==> src/rtl/biriscv_csr_commit_pkg.sv <==
// Shared types for the CSR commit slice: exception codes, FSM states and
// the E2/WB stage payload carried between the two pipeline registers.
package biriscv_csr_commit_pkg;

    localparam int EXCEPTION_W = 6;

    localparam logic [EXCEPTION_W-1:0] EXC_NONE      = '0;
    localparam logic [EXCEPTION_W-1:0] EXC_ILLEGAL   = 6'h02;
    localparam logic [EXCEPTION_W-1:0] EXC_INTERRUPT = 6'h20;

    typedef enum logic {
        ST_RUN   = 1'b0,
        ST_FLUSH = 1'b1
    } commit_state_t;

    typedef struct packed {
        logic                   valid;
        logic [31:0]            pc;
        logic [11:0]            csr_addr;
        logic [4:0]             rd_idx;
        logic [31:0]            value;
        logic                   write;
        logic [31:0]            wdata;
        logic [EXCEPTION_W-1:0] exception;
        logic [31:0]            addr;
    } stage_t;

endpackage

==> src/rtl/biriscv_csr_commit_stage.sv <==
// One stall-able payload register; clear drops the valid bit and wins over stall.
module biriscv_csr_commit_stage
    import biriscv_csr_commit_pkg::*;
(
    input  logic   i_clk,
    input  logic   i_rst_n,
    input  logic   i_stall,
    input  logic   i_clear,
    input  stage_t i_data,
    output stage_t o_data
);

    stage_t r_data;

    always_ff @(posedge i_clk or negedge i_rst_n) begin
        if (!i_rst_n) begin
            r_data <= '0;
        end else if (i_clear) begin
            r_data.valid <= 1'b0;
        end else if (!i_stall) begin
            r_data <= i_data;
        end
    end

    assign o_data = r_data;

endmodule

==> src/rtl/biriscv_csr_commit.sv <==
// CSR E2/WB commit: merges late memory faults and interrupts, drives the CSR
// writeback bus and owns the post-exception flush. Optional perf counters: BIRISCV_CSR_COMMIT_PERF_EN.
module biriscv_csr_commit #(
    parameter int FLUSH_TIMEOUT = 15,
    parameter int EXCEPTION_W   = 6
) (
    input  logic                   clk_i,
    input  logic                   rst_ni,
    input  logic                   e1_valid_i,
    input  logic [31:0]            e1_pc_i,
    input  logic [11:0]            e1_csr_addr_i,
    input  logic [4:0]             e1_rd_idx_i,
    input  logic [31:0]            csr_result_e1_value_i,
    input  logic                   csr_result_e1_write_i,
    input  logic [31:0]            csr_result_e1_wdata_i,
    input  logic [EXCEPTION_W-1:0] csr_result_e1_exception_i,
    input  logic                   mem_fault_i,
    input  logic [EXCEPTION_W-1:0] mem_exception_i,
    input  logic [31:0]            mem_addr_i,
    input  logic                   stall_i,
    input  logic                   take_interrupt_i,
    input  logic                   branch_csr_request_i,
    output logic                   csr_writeback_write_o,
    output logic [11:0]            csr_writeback_waddr_o,
    output logic [31:0]            csr_writeback_wdata_o,
    output logic [EXCEPTION_W-1:0] csr_writeback_exception_o,
    output logic [31:0]            csr_writeback_exception_pc_o,
    output logic [31:0]            csr_writeback_exception_addr_o,
    output logic                   wb_rd_valid_o,
    output logic [4:0]             wb_rd_idx_o,
    output logic [31:0]            wb_rd_value_o,
    output logic                   squash_o,
    output logic                   flush_timeout_o
`ifdef BIRISCV_CSR_COMMIT_PERF_EN
    ,
    output logic [63:0]            instret_o,
    output logic [15:0]            exc_count_o
`endif
);

    import biriscv_csr_commit_pkg::*;

    localparam logic [7:0] LP_TIMEOUT = 8'(FLUSH_TIMEOUT);

    stage_t                 w_e1_payload;
    stage_t                 w_e2;
    stage_t                 w_wb_next;
    stage_t                 w_wb;
    logic [EXCEPTION_W-1:0] w_code;
    logic                   w_commit;
    logic                   w_exc_commit;
    logic                   w_normal_commit;
    logic                   w_clear_stages;
    logic [7:0]             w_cnt_next;

    commit_state_t r_state;
    logic [7:0]    r_flush_cnt;
    logic          r_flush_timeout;

    // An illegal-instruction fault reports the opcode as its address.
    always_comb begin
        w_e1_payload           = '0;
        w_e1_payload.valid     = e1_valid_i;
        w_e1_payload.pc        = e1_pc_i;
        w_e1_payload.csr_addr  = e1_csr_addr_i;
        w_e1_payload.rd_idx    = e1_rd_idx_i;
        w_e1_payload.value     = csr_result_e1_value_i;
        w_e1_payload.write     = csr_result_e1_write_i;
        w_e1_payload.wdata     = csr_result_e1_wdata_i;
        w_e1_payload.exception = csr_result_e1_exception_i;
        w_e1_payload.addr      = (csr_result_e1_exception_i == EXC_ILLEGAL) ?
                                 csr_result_e1_value_i : 32'd0;
    end

    // The E1 exception always outranks a late LSU fault.
    always_comb begin
        w_wb_next = w_e2;
        if ((w_e2.exception == EXC_NONE) && mem_fault_i) begin
            w_wb_next.exception = mem_exception_i;
            w_wb_next.addr      = mem_addr_i;
        end
    end

    assign w_commit        = w_wb.valid && !stall_i && (r_state == ST_RUN);
    assign w_code          = (w_wb.exception != EXC_NONE) ? w_wb.exception :
                             (take_interrupt_i ? EXC_INTERRUPT : EXC_NONE);
    assign w_exc_commit    = w_commit && (w_code != EXC_NONE);
    assign w_normal_commit = w_commit && (w_code == EXC_NONE);
    assign w_clear_stages  = (r_state == ST_FLUSH) || w_exc_commit;
    assign w_cnt_next      = r_flush_cnt + 8'd1;

    biriscv_csr_commit_stage u_e2 (
        .i_clk   (clk_i),
        .i_rst_n (rst_ni),
        .i_stall (stall_i),
        .i_clear (w_clear_stages),
        .i_data  (w_e1_payload),
        .o_data  (w_e2)
    );

    biriscv_csr_commit_stage u_wb (
        .i_clk   (clk_i),
        .i_rst_n (rst_ni),
        .i_stall (stall_i),
        .i_clear (w_clear_stages),
        .i_data  (w_wb_next),
        .o_data  (w_wb)
    );

    // FLUSH counts every cycle regardless of stall and ends on redirect or timeout.
    always_ff @(posedge clk_i or negedge rst_ni) begin
        if (!rst_ni) begin
            r_state         <= ST_RUN;
            r_flush_cnt     <= 8'd0;
            r_flush_timeout <= 1'b0;
        end else begin
            case (r_state)
                ST_RUN: begin
                    if (w_exc_commit) begin
                        r_state <= ST_FLUSH;
                    end
                end
                ST_FLUSH: begin
                    if (branch_csr_request_i) begin
                        r_state     <= ST_RUN;
                        r_flush_cnt <= 8'd0;
                    end else if (w_cnt_next == LP_TIMEOUT) begin
                        r_state         <= ST_RUN;
                        r_flush_cnt     <= 8'd0;
                        r_flush_timeout <= 1'b1;
                    end else begin
                        r_flush_cnt <= w_cnt_next;
                    end
                end
                default: begin
                    r_state <= ST_RUN;
                end
            endcase
        end
    end

    assign csr_writeback_write_o          = w_normal_commit && w_wb.write;
    assign csr_writeback_waddr_o          = w_normal_commit ? w_wb.csr_addr : 12'd0;
    assign csr_writeback_wdata_o          = w_normal_commit ? w_wb.wdata : 32'd0;
    assign csr_writeback_exception_o      = w_exc_commit ? w_code : '0;
    assign csr_writeback_exception_pc_o   = w_exc_commit ? w_wb.pc : 32'd0;
    assign csr_writeback_exception_addr_o = (w_exc_commit && (w_wb.exception != EXC_NONE)) ?
                                            w_wb.addr : 32'd0;
    assign wb_rd_valid_o                  = w_normal_commit && (w_wb.rd_idx != 5'd0);
    assign wb_rd_idx_o                    = w_normal_commit ? w_wb.rd_idx : 5'd0;
    assign wb_rd_value_o                  = w_normal_commit ? w_wb.value : 32'd0;
    assign squash_o                       = (r_state == ST_FLUSH);
    assign flush_timeout_o                = r_flush_timeout;

`ifdef BIRISCV_CSR_COMMIT_PERF_EN
    logic [63:0] r_instret;
    logic [15:0] r_exc_count;

    always_ff @(posedge clk_i or negedge rst_ni) begin
        if (!rst_ni) begin
            r_instret   <= 64'd0;
            r_exc_count <= 16'd0;
        end else begin
            if (w_normal_commit) begin
                r_instret <= r_instret + 64'd1;
            end
            if (w_exc_commit && (r_exc_count != 16'hFFFF)) begin
                r_exc_count <= r_exc_count + 16'd1;
            end
        end
    end

    assign instret_o   = r_instret;
    assign exc_count_o = r_exc_count;
`endif

endmodule

==> config.mk <==
export PLATFORM = sky130hd
export DESIGN_NAME = biriscv_csr_commit
export DESIGN_NICKNAME = d
export VERILOG_FILES = /design/src/rtl/biriscv_csr_commit_pkg.sv /design/src/rtl/biriscv_csr_commit_stage.sv /design/src/rtl/biriscv_csr_commit.sv
export SDC_FILE = /design/constraint.sdc
export NUM_CORES = 1
export LEC_CHECK = 0
export BUFFER_PORTS_ARGS = -buffer_cell sky130_fd_sc_hd__buf_2
export CORE_UTILIZATION = 30
export DETAILED_ROUTE_END_ITERATION = 7
export GPL_TIMING_DRIVEN = 0
export MAX_ROUTING_LAYER = met4
export PLACE_DENSITY = 0.48
export SETUP_SLACK_MARGIN = 0.15
export SKIP_LAST_GASP = 1
export SYNTH_ARGS = -nofsm -noshare
export SYNTH_HDL_FRONTEND = slang
export SYNTH_SLANG_ARGS = --single-unit
==> constraint.sdc <==
create_clock -name clk_i -period 2.4 [get_ports clk_i]
set_input_delay 0.6 -clock clk_i [delete_from_list [all_inputs] [get_ports clk_i]]
set_output_delay 0.6 -clock clk_i [all_outputs]
set_load 0.01 [all_outputs]
==> impl_results.md, run 1 <==
- Placed insts: 1962
- CP Class: flop to output port
- Core Area: approximately 45000 um2
- Reg2reg setup slack: -0.09 ns
- Buf/Inv on CP: 4
- Met2 Use GR: 0.294
- DRT Pass-1 Iters: 4
- Gr busiest metal: met2
- Vias per cell: 4.60
- Critical path's slowest cell: dfrtp_1
- IO Port Bufs: 318
- First-pass GRT wire length: ~65000 um
- Worst-path maximum fanout: 7
- Clock power share: 0.239
- Post-Syn Instances: around 1000
- CP Launch Type: flop
- Avg Cell Area, Syn: roughly 13 um2
- Max-slew violation count: 0
- Hold Fails Final Rpt: 0
- Pin slew with the least headroom to its limit: 0.647 ns
- Top cells by area, synth: dfrtp_1 58%, mux2_1 13%, mux2_2 8.4%
- Failing checks: setup timing
- Die Span Y: between 200 and 250 um
- Synthesized area: roughly 14000 um2
- Largest net degree at the start of global routing: 111
- Status: finished with violations
- Critical Path RT: ~1.8 ns
- Tcrit/Tclk final: 1.16
- Fin cells: between 2000 and 2500
- Post-synthesis register bit count: around 320
- Gr ovfl total: 0
- Most frequent cells in the layout: 315 x dfrtp_1, 277 x buf_2, 158 x mux2_4
- DRC viols: 0
- CTS tree: built
- Sequential area share after synthesis: 0.577
- Clock skew: 0.0171 ns
- Clock transition at the registers of the reported paths: 0.06 ns
- WL final: around 43000 um
- Maximum VDD drop: ~630 uV
- Top cell type's share of synthesized area: 0.577
- Total die area: between 40000 and 50000 um2
- Tot GR Track Use: 0.188
- Post-route ant nets: 0
- Worst path max stage delay: 0.39 ns
- Max Clock Freq: around 360 MHz
- Initial core utilization: 0.307
- Total number of vias: just under 10000
- Number of max-cap violations: 0
- Yosys cell types: 42
- Row cnt: between 70 and 80
- Syn. warnings: 0
- 1st-iter DRT viols: between 400 and 500
- Vias in the first global route: between 10000 and 15000
- P_int: ~17000 uW
- Clk buf depth: 3
- Clock latency on the worst-skew pair: approximately 0.55 ns
- Die width: between 200 and 250 um
- GPL Wtd Cong: 0.773
- Crit path max-delay family: simple AND/OR/NAND/NOR gates
- Cell taking the most area after synthesis: dfrtp_1
- CP arrival: roughly 2.2 ns
- Clk sink count: ~320
- Met1 usage: 0.240
- Crit-path cells: nor2_2 > nand4b_1 > buf_4 > nor2b_4 > buf_8 > clkbuf_16 > and2_4 > buf_2
- Layout cells sized above 1: 0.539
- Rel. slew slack: 0.569
- Initial antenna violation count: 10
- Psw: just under 7000 uW
- Commonest non-fill, non-tap cell in the layout: dfrtp_1
- Hold Crit Class: input port to flop
- CTS Buf Count: 37
- Reg power frac: 0.364
- Htree depth: 2
- Num ports: 320
- Gate power share: 0.397
- Final Critical Period: 2.79 ns
- Root Buffer: clkbuf_16
- Final worst slack: -0.390 ns
- Sw frac: 0.285
- GR Layer Usage met3: 0.0541
- Sum Neg Setup Slack: -50.83 ns
- Power density cells: about 1200 nW/um2
- Fin nets: between 1500 and 2000
- Final hold slack: 0.265 ns
- Post-Syn Nets: 1216
- Unrepaired setup endpoints after global routing: true
- Area grow syn2layout: 50.2%
- Lkg Pwr: 0.00994 uW
- Post-DP HPWL: about 28000 um
- Final Setup Violations: about 300
- Routed WL per cell: approximately 20 um
- Worst setup EP type: output port
what timing repair did:
item	in CTS	in global routing
hold buffers	1	0
gates resized for setup	324	137
gates cloned	24	7
setup endpoints to repair	338	448
hold endpoints to repair	33	0
pin swaps	30	17
buffers inserted	46	11
through the flow:
stage	setup slack (ns)	instance area [um2]	power, uW	util
finish	-0.390	20600	24000	0.461
global route	-0.465	20600	25300	0.461
CTS	-0.421	19700	23100	0.442
detailed placement	-0.727	16100	13800	0.362
global placement	-5.80	16000	13600	0.359
floorplan	0.202	13700	12000	-
cell type report:
cell class                      count  area, um2
Antenna cell                       10       25.0
Buffer                             65        882
Clock buffer                       56       1170
Clock inverter                     10       78.8
Fill cell                        4067      24000
Inverter                           38        143
Multi-Input combinational cell    630       6050
Sequential cell                   316       7910
Tap cell                          592        741
Timing Repair Buffer              410       3580
worst paths after layout:
| path | startpoint | endpoint | cells after the start |
|---|---|---|---|
| max | u_wb.o_data[36] | csr_writeback_exception_pc_o[30] | 8 |
| min | e1_pc_i[26] | u_e2.o_data[146] | 2 |
| max reg2reg | u_wb.o_data[36] | u_e2.o_data[47] | 12 |
| max in group asynchronous | rst_ni | u_wb.o_data[134] | 4 |
| min reg2reg | flush_timeout_o | flush_timeout_o | 1 |
| min in group asynchronous | rst_ni | u_wb.o_data[62] | 2 |
power by group through the flow:
stage	Clock (uW)	Combinational [uW]	Sequential (uW)
finish	5730	9530	8740
global route	6150	10200	9030
CTS	5920	8490	8670
detailed placement	0	5120	8670
global placement	0	4980	8580
floorplan	0	3750	8280
per-layer routing:
metal,vias up,wire length (um)
met5,-,0
met4,0,769
met3,52,2640
met2,242,20000
met1,4971,19500
li1,4510,-
sequential cells by signal, summed over array words and instances, names as in the netlist:
register and flops:
flush_timeout_o 1, u_e2.o_data 153, u_wb.o_data 153, r_flush_cnt 8, squash_o 1
worst register-to-register path, cell delays in order, from the launching register on:
cell	delay, ns
dfrtp_1	0.39
nor2_2	0.15
nand4b_1	0.19
buf_4	0.19
buf_4	0.13
buf_6	0.11
a21oi_4	0.22
buf_12	0.14
buf_12	0.14
buf_16	0.16
buf_12	0.13
buf_16	0.12
mux2_4	0.29
kinds of logic (layout without fill, tap and decap cells):
kind of cell               after synthesis  count (layout)  synth area share
other                                    0              10                 0
buffers and inverters                  103             579            0.0388
AOI/OAI and AO/OA                       69              69            0.0290
DFF                                    316             316             0.577
adders and majority gates                2               2           0.00183
and+or+nand+nor                        257             257             0.108
muxes                                  302             302             0.245
synthesized netlist by cell type (all sizes together):
library cell    n
a21boi          2
a21o            1
a21oi          11
a22o            3
a31oi           1
and2          151
and3            1
and3b           1
and4            2
buf            40
clkbuf         25
clkinv          1
dfrtp         316
ha              2
inv            37
mux2          266
mux2i          36
nand2          34
nand2b          2
nand3          37
nand4           2
nand4b          1
nor2           12
nor2b           5
nor3            3
nor3b           1
nor4b           1
o2111ai         1
o211ai          1
o21a            1
o21ai          44
o22ai           1
o2bb2ai         3
or2             2
or4             1
or4b            1
Note: power is estimated with default switching activity, not from simulation.
==> run 2: changes to the inputs <==
ABC_AREA = 1   (was default)
PLACE_DENSITY = 0.47   (was 0.48)
==> run 2 against run 1 <==
Effect of this change:
- the run still ends with setup timing left
- fmax fell by 4.1%
- register-to-register slack improved by 0.31 ns
- first-iteration DRC count is 71% higher
- combinational power fell by 43%
- sequential power is 4.5% lower
- hold slack better by 0.015 ns
- cell count up 34%
- sequential share of layout area grew 3.4 points
- power shrank 19%
- synthesized cell count increased by 73%
- non-clock buffer count fell by 13
- clock-buffer cell count unchanged
==> impl_results.md, run 2 <==
- Status: finished with violations
- Failing checks: setup timing
- Final Setup Violations: 153 (-48%)
- Max-slew violation count: 0 (unchanged)
- FFs w/ async S/R, synth: 1.00 (unchanged)
- Fin nets: 2365 (+42%)
- 1st-iter DRT viols: 727 (+71%)
- Hold Crit Class: input port to flop
- Clk buf depth: 3 (unchanged)
- CP dominant cell by count: buf_12
- DRC viols: 0 (unchanged)
- Commonest non-fill, non-tap cell in the layout: nand2_1
- Crit-path cells: nor3_4 > buf_4 > nand2_4 > nand3_4 > buf_12 > buf_12 > buf_12 > nor2_1 > buf_2
- Layout cells sized above 1: 0.249 (-0.290)
- Yosys cell types: 24 (-43%)
- CTS tree: built
- Storage cell area: 7910 um2 (unchanged)
- Core Area: 46600 um2 (+4.4%)
- Clock transition at the registers of the reported paths: 0.06 ns (about the same)
- Gr ovfl total: 0 (unchanged)
- Critical Path RT: 1.80 ns (about the same)
- Critical path's slowest cell: dfrtp_1
- Die width: 219 um (+1.7%)
- Worst-path maximum fanout: 10 (+3)
- Tcrit/Tclk final: 1.21 (+0.0493)
- Power density cells: 1030 nW/um2 (-12%)
- Initial antenna violation count: 15 (+5)
- Lkg Pwr: 0.0101 uW (+1.2%)
- Area grow syn2layout: 33.2%
- Syn. warnings: 0 (unchanged)
- Avg Cell Area, Syn: 7.81 um2 (-40%)
- Post-Syn Instances: 1816 (+73%)
- First-pass GRT wire length: 74000 um (+14%)
- Synthesized area: 14200 um2 (+3.5%)
- CP arrival: 2.31 ns (+0.12 ns)
- Cell taking the most area after synthesis: dfrtp_1
- Post-Syn Nets: 1983 (+63%)
- Initial core utilization: 0.305 (-0.00249)
- IO Port Bufs: 319 (+0.31%)
- Top cell type's share of synthesized area: 0.558 (-0.0197)
- Root Buffer: clkbuf_16
- FILL cells: 4885 (+20%)
- Post-synthesis register bit count: 316 (unchanged)
- Maximum VDD drop: 492 uV (-22%)
- Clock latency on the worst-skew pair: 0.55 ns (about the same)
- CP Launch Type: flop
- Top post-synthesis cells by count: 627 x nand2_1, 316 x dfrtp_1, 244 x nand3_1, 203 x inv_1, 178 x nor2_1
- Routed WL per cell: 16.9 um (-16%)
- Die Span Y: 219 um (+1.7%)
- Clk sink count: 316 (unchanged)
- Most used DFF post-synth: dfrtp_1
- Total die area: 48100 um2 (+3.5%)
- Max Clock Freq: 344 MHz (-4.1%)
- Post-DP HPWL: 34600 um (+26%)
- Clock skew: 0.0124 ns (-0.00468 ns)
- Tot GR Track Use: 0.208 (+0.0200)
- Rel. slew slack: 0.387 (-0.181)
- Number of synthesized flops with an enable pin: 0 (unchanged)
- Sequential area share after synthesis: 0.558 (-0.0197)
- Top cells by area, synth: dfrtp_1 56%, nand2_1 17%, nand3_1 8.6%
- Final worst slack: -0.508 ns (-0.118 ns)
- Sum Neg Setup Slack: -66.61 ns (-15.78 ns)
- Final Critical Period: 2.91 ns (+0.118 ns)
- WL final: 48000 um (+12%)
- CP Class: flop to output port
- Vias per cell: 4.52 (-1.7%)
- Unrepaired setup endpoints after global routing: true
- Hold Fails Final Rpt: 0 (unchanged)
- GPL Wtd Cong: 0.850 (+9.9%)
- Row cnt: 79 (+2.6%)
- Area of the multi-input gates: 5290 um2 (-13%)
- Worst slack at placement: -0.935 ns (-0.208 ns)
- Num ports: 320 (unchanged)
- Post-route ant nets: 0 (unchanged)
- Worst setup EP type: output port
- Total number of vias: 12800 (+31%)
- Vias in the first global route: 12700 (+20%)
- Pin slew with the least headroom to its limit: 0.912 ns (+0.265 ns)
- Number of max-cap violations: 0 (unchanged)
- DRT Pass-1 Iters: 5 (+1)
- Htree depth: 2 (unchanged)
- Most frequent cells in the layout: 626 x nand2_1, 344 x buf_2, 315 x dfrtp_1
- Largest net degree at the start of global routing: 114 (+2.7%)
- Worst path max stage delay: 0.48 ns (+0.09 ns)
- CTS Buf Count: 38 (+2.7%)
- Count leader, synth: nand2_1
-- run 2: cell count changes in the layout (fill, tap and decap cells not counted), moves of 101 or more --
cell / delta
nand2_1: +593
nand3_1: +206
inv_1: +166
mux2_4: -158
nor2_1: +115
and2_1: -101
-- run 2: cell families after synthesis --
group | synth area share
AND/OR/NAND/NOR | 0.304
AO/OA/AOI/OAI | 0.0412
adder cells (fa/ha/maj) | 0.00176
buffers and inverters | 0.0953
flip-flops | 0.558
XOR/XNOR | 0.000618
-- run 2: timing repair --
action                     CTS  global route
cloned                       3             2
pin swaps                    5             4
setup endpoints to repair  323           453
hold endpoints to repair    47             0
setup buffers               13             2
hold buffers                 1             0
resized for setup          146            62
-- run 2: stage by stage --
stage          area (um2)  instances   util  hold slack (ns)  power, uW
4_1_cts             18500       2825  0.398            0.246      19600
5_1_grt             18900       2844  0.406            0.262      20900
3_3_place_gp        16500       2742  0.355            0.454      13400
2_1_floorplan       14200       1816      -            0.304      11500
3_5_place_dp        16600       2745  0.357            0.459      13500
6_report            18900       2845  0.406            0.280      19400
-- run 2: cell type report --
type | instances | share of cell area
clock inverters | 8 | 0.00364
diodes | 16 | 0.00212
flip-flops and latches | 316 | 0.419
plain buffers | 119 | 0.0416
inverters | 203 | 0.0403
repair buffers | 343 | 0.114
multi-input cells | 1177 | 0.280
well taps | 607 | 0.0402
clock buffers | 56 | 0.0593
-- run 2: power breakdown --
group / switching (uW) / total (uW) / internal (uW)
combinational: 3550 / 5450 / 1900
clock: 2260 / 5580 / 3320
sequential: 1120 / 8350 / 7230
total: 6930 / 19400 / 12400
-- run 2: per-layer routing --
| metal | global-route usage | vias up | part of all wire |
|---|---|---|---|
| li1 | - | 6372 | - |
| met1 | 0.278 | 6103 | 0.46 |
| met2 | 0.314 | 312 | 0.46 |
| met3 | 0.0438 | 62 | 0.062 |
| met4 | 0.0681 | 0 | 0.021 |
| met5 | - | - | 0 |
-- run 2: worst paths after layout --
kind	start	to	slack (ns)	depth (start not counted)
max in group asynchronous	rst_ni	squash_o	0.68	4
max reg2reg	u_wb.o_data[35]	u_e2.o_data[60]	0.22	10
min in group asynchronous	rst_ni	u_wb.o_data[18]	0.56	2
min	e1_pc_i[11]	u_e2.o_data[131]	0.28	3
max	u_wb.o_data[37]	csr_writeback_exception_o[4]	-0.51	9
min reg2reg	u_wb.o_data[86]	u_wb.o_data[86]	0.47	2
-- run 2: critical path: cells and delay by family (launching register included) --
family | cells | cell delay, ns
simple gates | 4 | 0.49
flops | 1 | 0.48
buf+inv | 5 | 0.78
